===== src/rtl/sd_access_arbiter.sv =====
// Purpose: two-port round-robin arbiter sharing one SD word-access controller (port 0 boot loader, port 1 host CPU).
// Latency: grant 1 cycle after request; read ack NEXT_CYCLES+1 cycles after the controller's done rising edge.
// Backpressure: requests are level-held until ack; the losing port simply waits, there is no preemption.
// Ports: m0_*/m1_* requester side (req/we/addr/wdata in, gnt/ack/err/rdata out),
//        sd_* controller side (addr/we/re/dataw/nextoper out, done/rdata in), control_clk_i, control_rst_i (sync, active-low).
module sd_access_arbiter #(
    parameter int ADDR_W         = 32,
    parameter int DATA_W         = 32,
    parameter int TIMEOUT_CYCLES = 60000,
    parameter int NEXT_CYCLES    = 2
) (
    input  logic              control_clk_i,
    input  logic              control_rst_i,
    input  logic              m0_req_i,
    input  logic              m0_we_i,
    input  logic [ADDR_W-1:0] m0_addr_i,
    input  logic [DATA_W-1:0] m0_wdata_i,
    output logic              m0_gnt_o,
    output logic              m0_ack_o,
    output logic              m0_err_o,
    output logic [DATA_W-1:0] m0_rdata_o,
    input  logic              m1_req_i,
    input  logic              m1_we_i,
    input  logic [ADDR_W-1:0] m1_addr_i,
    input  logic [DATA_W-1:0] m1_wdata_i,
    output logic              m1_gnt_o,
    output logic              m1_ack_o,
    output logic              m1_err_o,
    output logic [DATA_W-1:0] m1_rdata_o,
    output logic [ADDR_W-1:0] sd_addr_o,
    output logic              sd_we_o,
    output logic              sd_re_o,
    output logic [DATA_W-1:0] sd_dataw_o,
    output logic              sd_nextoper_o,
    input  logic              sd_done_i,
    input  logic [DATA_W-1:0] sd_rdata_i
);

    localparam logic [2:0] S_IDLE  = 3'd0;
    localparam logic [2:0] S_ISSUE = 3'd1;
    localparam logic [2:0] S_WAIT  = 3'd2;
    localparam logic [2:0] S_NEXT  = 3'd3;
    localparam logic [2:0] S_RESP  = 3'd4;

    localparam int TO_CLOG = $clog2(TIMEOUT_CYCLES + 1);
    localparam int TO_W    = (TO_CLOG > 16) ? TO_CLOG : 16;
    localparam logic [TO_W-1:0] TO_LAST = TO_W'(TIMEOUT_CYCLES - 1);
    localparam int NX_W    = (NEXT_CYCLES > 1) ? $clog2(NEXT_CYCLES) : 1;
    localparam logic [NX_W-1:0] NX_LAST = NX_W'(NEXT_CYCLES - 1);

    logic [2:0]        state_q;
    logic              owner_q;     // 0 = port 0, 1 = port 1
    logic              last_q;      // port granted most recently
    logic              we_q;
    logic [ADDR_W-1:0] addr_q;
    logic [DATA_W-1:0] wdata_q;
    logic              done_q;
    logic [TO_W-1:0]   to_cnt_q;
    logic [NX_W-1:0]   nx_cnt_q;
    logic              err_q;
    logic [DATA_W-1:0] res_q;
    logic [DATA_W-1:0] rdata0_q;
    logic [DATA_W-1:0] rdata1_q;
    logic              pick1;
    logic              busy;
    logic              drive;

    // Port 1 wins when it is alone, or on a tie when port 0 was served last.
    assign pick1 = m1_req_i & (~m0_req_i | ~last_q);

    always_ff @(posedge control_clk_i) begin
        if (!control_rst_i) begin
            state_q  <= S_IDLE;
            owner_q  <= 1'b0;
            last_q   <= 1'b1;   // makes port 0 win the first tie
            we_q     <= 1'b0;
            addr_q   <= '0;
            wdata_q  <= '0;
            done_q   <= 1'b0;
            to_cnt_q <= '0;
            nx_cnt_q <= '0;
            err_q    <= 1'b0;
            res_q    <= '0;
            rdata0_q <= '0;
            rdata1_q <= '0;
        end else begin
            case (state_q)
                S_IDLE: begin
                    if (m0_req_i || m1_req_i) begin
                        owner_q <= pick1;
                        we_q    <= pick1 ? m1_we_i    : m0_we_i;
                        addr_q  <= pick1 ? m1_addr_i  : m0_addr_i;
                        wdata_q <= pick1 ? m1_wdata_i : m0_wdata_i;
                        state_q <= S_ISSUE;
                    end
                end
                S_ISSUE: begin
                    // Seed the edge detector so a done left high by the previous op is not taken as completion.
                    done_q   <= sd_done_i;
                    to_cnt_q <= '0;
                    state_q  <= S_WAIT;
                end
                S_WAIT: begin
                    done_q <= sd_done_i;
                    if (!done_q && sd_done_i) begin
                        res_q    <= sd_rdata_i;
                        err_q    <= 1'b0;
                        nx_cnt_q <= '0;
                        state_q  <= S_NEXT;
                    end else if (to_cnt_q == TO_LAST) begin
                        res_q    <= '0;
                        err_q    <= 1'b1;
                        nx_cnt_q <= '0;
                        state_q  <= S_NEXT;
                    end else begin
                        to_cnt_q <= to_cnt_q + TO_W'(1);
                    end
                end
                S_NEXT: begin
                    if (nx_cnt_q == NX_LAST) begin
                        // Result lands in the owner's rdata register so it is valid alongside ack.
                        // Successful writes keep the previous read value; a timeout reports zero.
                        if (!we_q || err_q) begin
                            if (owner_q) rdata1_q <= res_q;
                            else         rdata0_q <= res_q;
                        end
                        state_q <= S_RESP;
                    end else begin
                        nx_cnt_q <= nx_cnt_q + NX_W'(1);
                    end
                end
                S_RESP: begin
                    last_q   <= owner_q;
                    to_cnt_q <= '0;
                    state_q  <= S_IDLE;
                end
                default: state_q <= S_IDLE;
            endcase
        end
    end

    assign busy  = (state_q != S_IDLE);
    assign drive = (state_q == S_ISSUE) || (state_q == S_WAIT) || (state_q == S_NEXT);

    assign m0_gnt_o = busy & ~owner_q;
    assign m1_gnt_o = busy &  owner_q;
    assign m0_ack_o = (state_q == S_RESP) & ~owner_q;
    assign m1_ack_o = (state_q == S_RESP) &  owner_q;
    assign m0_err_o = m0_ack_o & err_q;
    assign m1_err_o = m1_ack_o & err_q;
    assign m0_rdata_o = rdata0_q;
    assign m1_rdata_o = rdata1_q;

    assign sd_addr_o     = addr_q;
    assign sd_dataw_o    = wdata_q;
    assign sd_we_o       = drive &  we_q;
    assign sd_re_o       = drive & ~we_q;
    assign sd_nextoper_o = (state_q == S_NEXT);

endmodule


===== config.mk =====
export PLATFORM = sky130hd
export DESIGN_NAME = sd_access_arbiter
export DESIGN_NICKNAME = d
export VERILOG_FILES = /design/src/rtl/sd_access_arbiter.sv
export SDC_FILE = /design/constraint.sdc
export NUM_CORES = 1
export LEC_CHECK = 0
export BUFFER_PORTS_ARGS = -buffer_cell sky130_fd_sc_hd__buf_4
export CORE_UTILIZATION = 48
export DETAILED_ROUTE_END_ITERATION = 6
export PLACE_DENSITY_LB_ADDON = 0.05
export SYNTH_ARGS = -nofsm -noshare
export SYNTH_HDL_FRONTEND = slang
export SYNTH_SLANG_ARGS = --single-unit

===== constraint.sdc =====
create_clock -name control_clk_i -period 2.4 [get_ports control_clk_i]
set_input_delay 0.48 -clock control_clk_i [delete_from_list [all_inputs] [get_ports control_clk_i]]
set_output_delay 0.48 -clock control_clk_i [all_outputs]
set_load 0.01 [all_outputs]

Word level (Yosys, flattened, before mapping)
Index checks and enable logic that the tools add are counted.

Output and inout port bits: 137. Bits in registers: 185. Input bits: 167. Word-level logic and storage cells: 79.

Reduce and logical (&&, ||, !) cells: 21. Mux-type cells: 19. $add $sub $neg: 2. Bitwise logic cells: 14. Equal/unequal tests: 10.

Operator list (number): 32-bit two-way mux (4); 16-bit two-way mux (2); 16-bit case mux with 2 select lines (1); 16-bit by 1-bit adder with 16-bit output (second input constant) (1); 16-bit equality test (second input constant) (1); 3-bit two-way mux (4); 3-bit case mux with 4 select lines (1); 1-bit AND (9); 4-bit AND reduction (2); 3-bit by 2-bit equality test with 1-bit output (second input constant) (2); 1-bit two-way mux (6); 2-bit inequality test (second input constant) (3); 2-bit AND reduction (3); 3-bit AND reduction (2); 2-bit nonzero test (3); 1-bit logical OR (4); 1-bit NOT (4); 2-bit OR reduction (2); 3-bit by 1-bit equality test with 1-bit output (second input constant) (1); 3-bit equality test (second input constant) (1); 3-bit zero test (1); 3-bit inequality test (second input constant) (1); 3-bit nonzero test (1); 1-bit zero test (2); other kinds (5) (5).

Depth between registers and ports, before layout
Depth after elaboration: 4. Mapped depth: 8. Depth with buffers taken out: 6.

Worst setup path before layout
Ideal clock, no wire load.

Kind: flip-flop to flip-flop. From: register state_q[0]. To: register to_cnt_q[12]. Arrival: 1.931 ns. Clock period less this slack: 2.001 ns. Path slack: 0.399 ns. Setup time: 0.070 ns. Stages on the path, launching flop included: 8. Path buffers: 3. Data required time: 2.330 ns. Cell sequence: dfxtp_1 buf_6 or3b_1 buf_6 or3_1 clkbuf_2 or4_1 a21oi_1.

Word-level cells in the longest chain between the ends: 4. Elaborated cells on any way between the ends: 9. Those cells by class: eq/ne: 5; mux: 1; reduce/logical: 3.

RTL lines: start, declared (line 51) `logic [2:0] state_q;`; start signal, assigned (line 73) `state_q <= S_IDLE;`; start signal, assigned (line 94) `state_q <= S_ISSUE;`; start signal, assigned (line 101) `state_q <= S_WAIT;`; 3-bit by 1-bit equality test with 1-bit output or 3-bit equality test (tied branches) (line 87) `case (state_q)`; 2-bit OR reduction (no line); 2-bit nonzero test (no line); 3-bit AND reduction (no line); end signal, assigned (line 116) `to_cnt_q <= to_cnt_q + TO_W'(1);`; end, declared (line 58) `logic [TO_W-1:0] to_cnt_q;`.

Parallel ways exist; a longest one is shown, timed or not. A chain may end at the register's enable or synchronous reset.

Worst setup path in the final report
From: register state_q[0]. To: output port m1_err_o.

Word-level cells in the longest chain between the ends: 3.

RTL lines: 3-bit equality test (line 148) `assign m1_ack_o = (state_q == S_RESP) & owner_q;`; 1-bit AND (line 148); 1-bit AND (line 150) `assign m1_err_o = m1_ack_o & err_q;`; end, declared (line 28) `output logic m1_err_o,`.

No other way between the ends.

==> results.cfg <==
[sta]
setup_viol = 0
fin_crit_sh_pct = 93.62
slew_headroom_pct = 60.57
max_freq_mhz = 445.1
tns_ps = 0
layout_setup_ws_ps = 153.2
clock_skew_ps = 9.927
fin_crit_ps = 2247
slew_violations = 0
timing.hold.ws_ps = 253.5
worstMarginPinSlew_ps = 591.4
finalHoldViolCount = 0
rsz0062_at_grt = no

[clock_tree]
ctsResizeCount = 0
cts.sinks = 185
cts_buffer_depth = 2
h-tree-depth = 4
holdBufCountCts = 0
cts_setup_buffers = 0
numCtsBuffers = 17
cts_root_buf = clkbuf_16
cts_tree = done
clk_pin_slew_worst_paths_ps = 70
insertion_delay_ps = 430

[synthesis]
avgSynthCellArea_sq_um = 8.971
async_flop_share_pct = 0
netlist_instances = 814
synth-seq-cells = 185
synth_top_area_share_pct = 50.72
synth_nets = 982
synth_edf_count = 0
yosys_warnings = 0
ys_seq_area_share_pct = 50.72
yosys-top-cells-area = dfxtp_1 51%, mux2i_1 9.6%, nand2_1 7.2%
synth.cell_area_sq_mm = 0.007302
synth_cell_types = 52
yosysTopAreaCell = dfxtp_1
synth_flop_cell = dfxtp_1

[detailed_routing]
drt_first_pass_iters = 7
vias = 6851
wl_mm = 20.74
via_per_inst = 5.344
drt-initial-drc-count = 430
wl_per_cell_microns = 16.18
drc = 9
final_antenna_net_count = 0

[global_routing]
grt_usage_pct = 26.49
grt_pass1_vias = 6462
grt_max_degree = 132
grt-ovfl-total = 0
antenna_found_initial = 0
grt_first_pass_wirelength_mm = 32.69

[critical_path]
crit_required_ps = 1920
path_cells = nor2_1 > nand2_1 > nor2_1 > and2_1 > buf_4
r2r_start = to_cnt_q[0]
startpoint = state_q[0]
crit_top_cell = nor2_1
reg2regPathDepth = 6
cp_slowest_stage_delay_ps = 400
cp_num_buf_inv = 1
crit_end = m1_err_o
cp_max_fo = 10
criticalPathCategory = reg2out
crit_cells = 5
crit_path_end_kind = output pin
cp_slowest_cell = dfxtp_1
rrSetupSlack_ps = 310
crit_family = simple AND/OR/NAND/NOR gates
crit_path_start_kind = flop
r2r_end = to_cnt_q[11]
arrival_ps = 1770

[layout]
mostFrequentLayoutCell = buf_4
multiInputGateArea_sq_mm = 0.003348
fillers = 1214
ff_latch_area_sq_mm = 0.003704
drive_gt1_share_pct = 32.97
mostFrequentLayoutCells = 314 x buf_4, 185 x dfxtp_1, 141 x nand2_1, 83 x nor2_1, 75 x a21oi_1
diodes = 0
syn2layout_area_growth_pct = 42.12
fin_cells = 1282
final_area_sq_mm = 0.01038
final_net_count = 1253

[die]
dieArea_sq_mm = 0.01571
coreArea_sq_mm = 0.01470
initial_core_util_pct = 49.68
die_h_microns = 125.3
die_x_microns = 125.3
rows = 44
ioPinCount = 304

[power_and_ir_drop]
powerDensity_mw_per_mm2 = 737.3
irDropWorstVdd_uv = 559.0
leakage_nw = 4.347

[worst_hold_path]
hp-class = in2reg

[placement]
portBuffers = 303
dp_cells = 1250
post-place-ws_ps = 329.3
placed_area_sq_mm = 0.009733
dpl.hpwl_mm = 14.62
gp_congestion = 0.8802

[status]
violations = design-rule violations
status = finished, violations left

[run]
cap_viol_max_count = 0
[cells by family (layout without fill, tap and decap cells)]
| group | count (synthesis) | after routing | share of synthesized area (%) |
|---|---|---|---|
| AND/OR/NAND/NOR | 283 | 283 | 16.52 |
| AO/OA/AOI/OAI | 203 | 203 | 18.78 |
| flip-flops | 185 | 185 | 50.72 |
| multiplexers | 71 | 71 | 9.750 |
| buffers and inverters | 69 | 353 | 3.821 |
| XOR/XNOR | 2 | 2 | 0.2399 |
| adder cells (fa/ha/maj) | 1 | 1 | 0.1713 |
[through the flow]
step / power, W / util, %
2_1_floorplan: 0.004074 / -
3_3_place_gp: 0.004681 / 66.22
3_5_place_dp: 0.004699 / 66.22
4_1_cts: 0.007708 / 70.60
5_1_grt: 0.007969 / 70.60
6_report: 0.007651 / 70.60
[per-layer routing]
metal / vias up / routed length [microns] / share of wire [%] / track usage [%]
met5: - / 0 / 0 / 0
li1: 3428 / - / - / -
met2: 237 / 10270 / 50 / 45.35
met3: 39 / 1600 / 7.7 / 8.729
met4: 0 / 510 / 2.5 / 11.33
met1: 3147 / 8356 / 40 / 30.24
[synthesized netlist by cell type, types with 2 or more instances]
| library cell | count |
|---|---|
| and2_1 | 4 |
| a22o_1 | 32 |
| inv_1 | 2 |
| o22ai_1 | 2 |
| nand3_1 | 11 |
| nor3_1 | 8 |
| buf_1 | 15 |
| nor2b_1 | 2 |
| or4_1 | 3 |
| buf_6 | 2 |
| o211ai_1 | 2 |
| o21a_1 | 3 |
| dfxtp_1 | 185 |
| a31oi_1 | 5 |
| mux2i_1 | 70 |
| nand2b_1 | 5 |
| buf_2 | 3 |
| nor3b_1 | 4 |
| o2111ai_1 | 2 |
| a21oi_1 | 75 |
| or2_2 | 2 |
| a211oi_1 | 66 |
| clkbuf_1 | 45 |
| o21ai_0 | 6 |
| nand2_1 | 141 |
| nand4_1 | 5 |
| nor2_1 | 87 |
| and4_1 | 2 |
| o311ai_0 | 2 |
[worst min-delay path by stage]
stage	startpoint	endpoint	slack, ps	cells past startpoint
2_1_floorplan	last_q	last_q	440	1
3_3_place_gp	m1_rdata_o[24]	m1_rdata_o[24]	440	2
3_5_place_dp	m1_rdata_o[18]	m1_rdata_o[18]	450	2
4_1_cts	sd_rdata_i[15]	res_q[15]	240	2
5_1_grt	sd_rdata_i[15]	res_q[15]	240	2
6_report	sd_rdata_i[15]	res_q[15]	250	2
[state kept, by name, indices dropped and copies added, names as in the netlist]
register and cells:
last_q 1, sd_dataw_o 32, m0_rdata_o 32, state_q 3, done_q 1, owner_q 1
we_q 1, m1_rdata_o 32, err_q 1, nx_cnt_q 1, res_q 32, to_cnt_q 16
sd_addr_o 32
[where the power goes]
part / internal [W] / leakage [nW] / switching [W]
logic: 0.000626 / 2.53 / 0.000620
registers: 0.00327 / 1.51 / 0.000115
clock network: 0.00181 / 0.313 / 0.00121
[worst reg2reg max path, cell delays in order, from the launching register on]
cell and delay, ps:
dfxtp_1 330, ha_1 240, and4_1 240, nand4_1 210, nand2_1 210, or4_1 540, a311oi_1 250
[layout make-up]
type                    count  share of cell area [%]
clock inverters            12                   1.809
clock buffers              20                   4.401
repair buffers            318                   23.49
flip-flops and latches    185                   35.69
well taps                 184                   2.218
multi-input cells         560                   32.26
inverters                   3                  0.1326
Note: power is estimated with default switching activity, not from simulation.
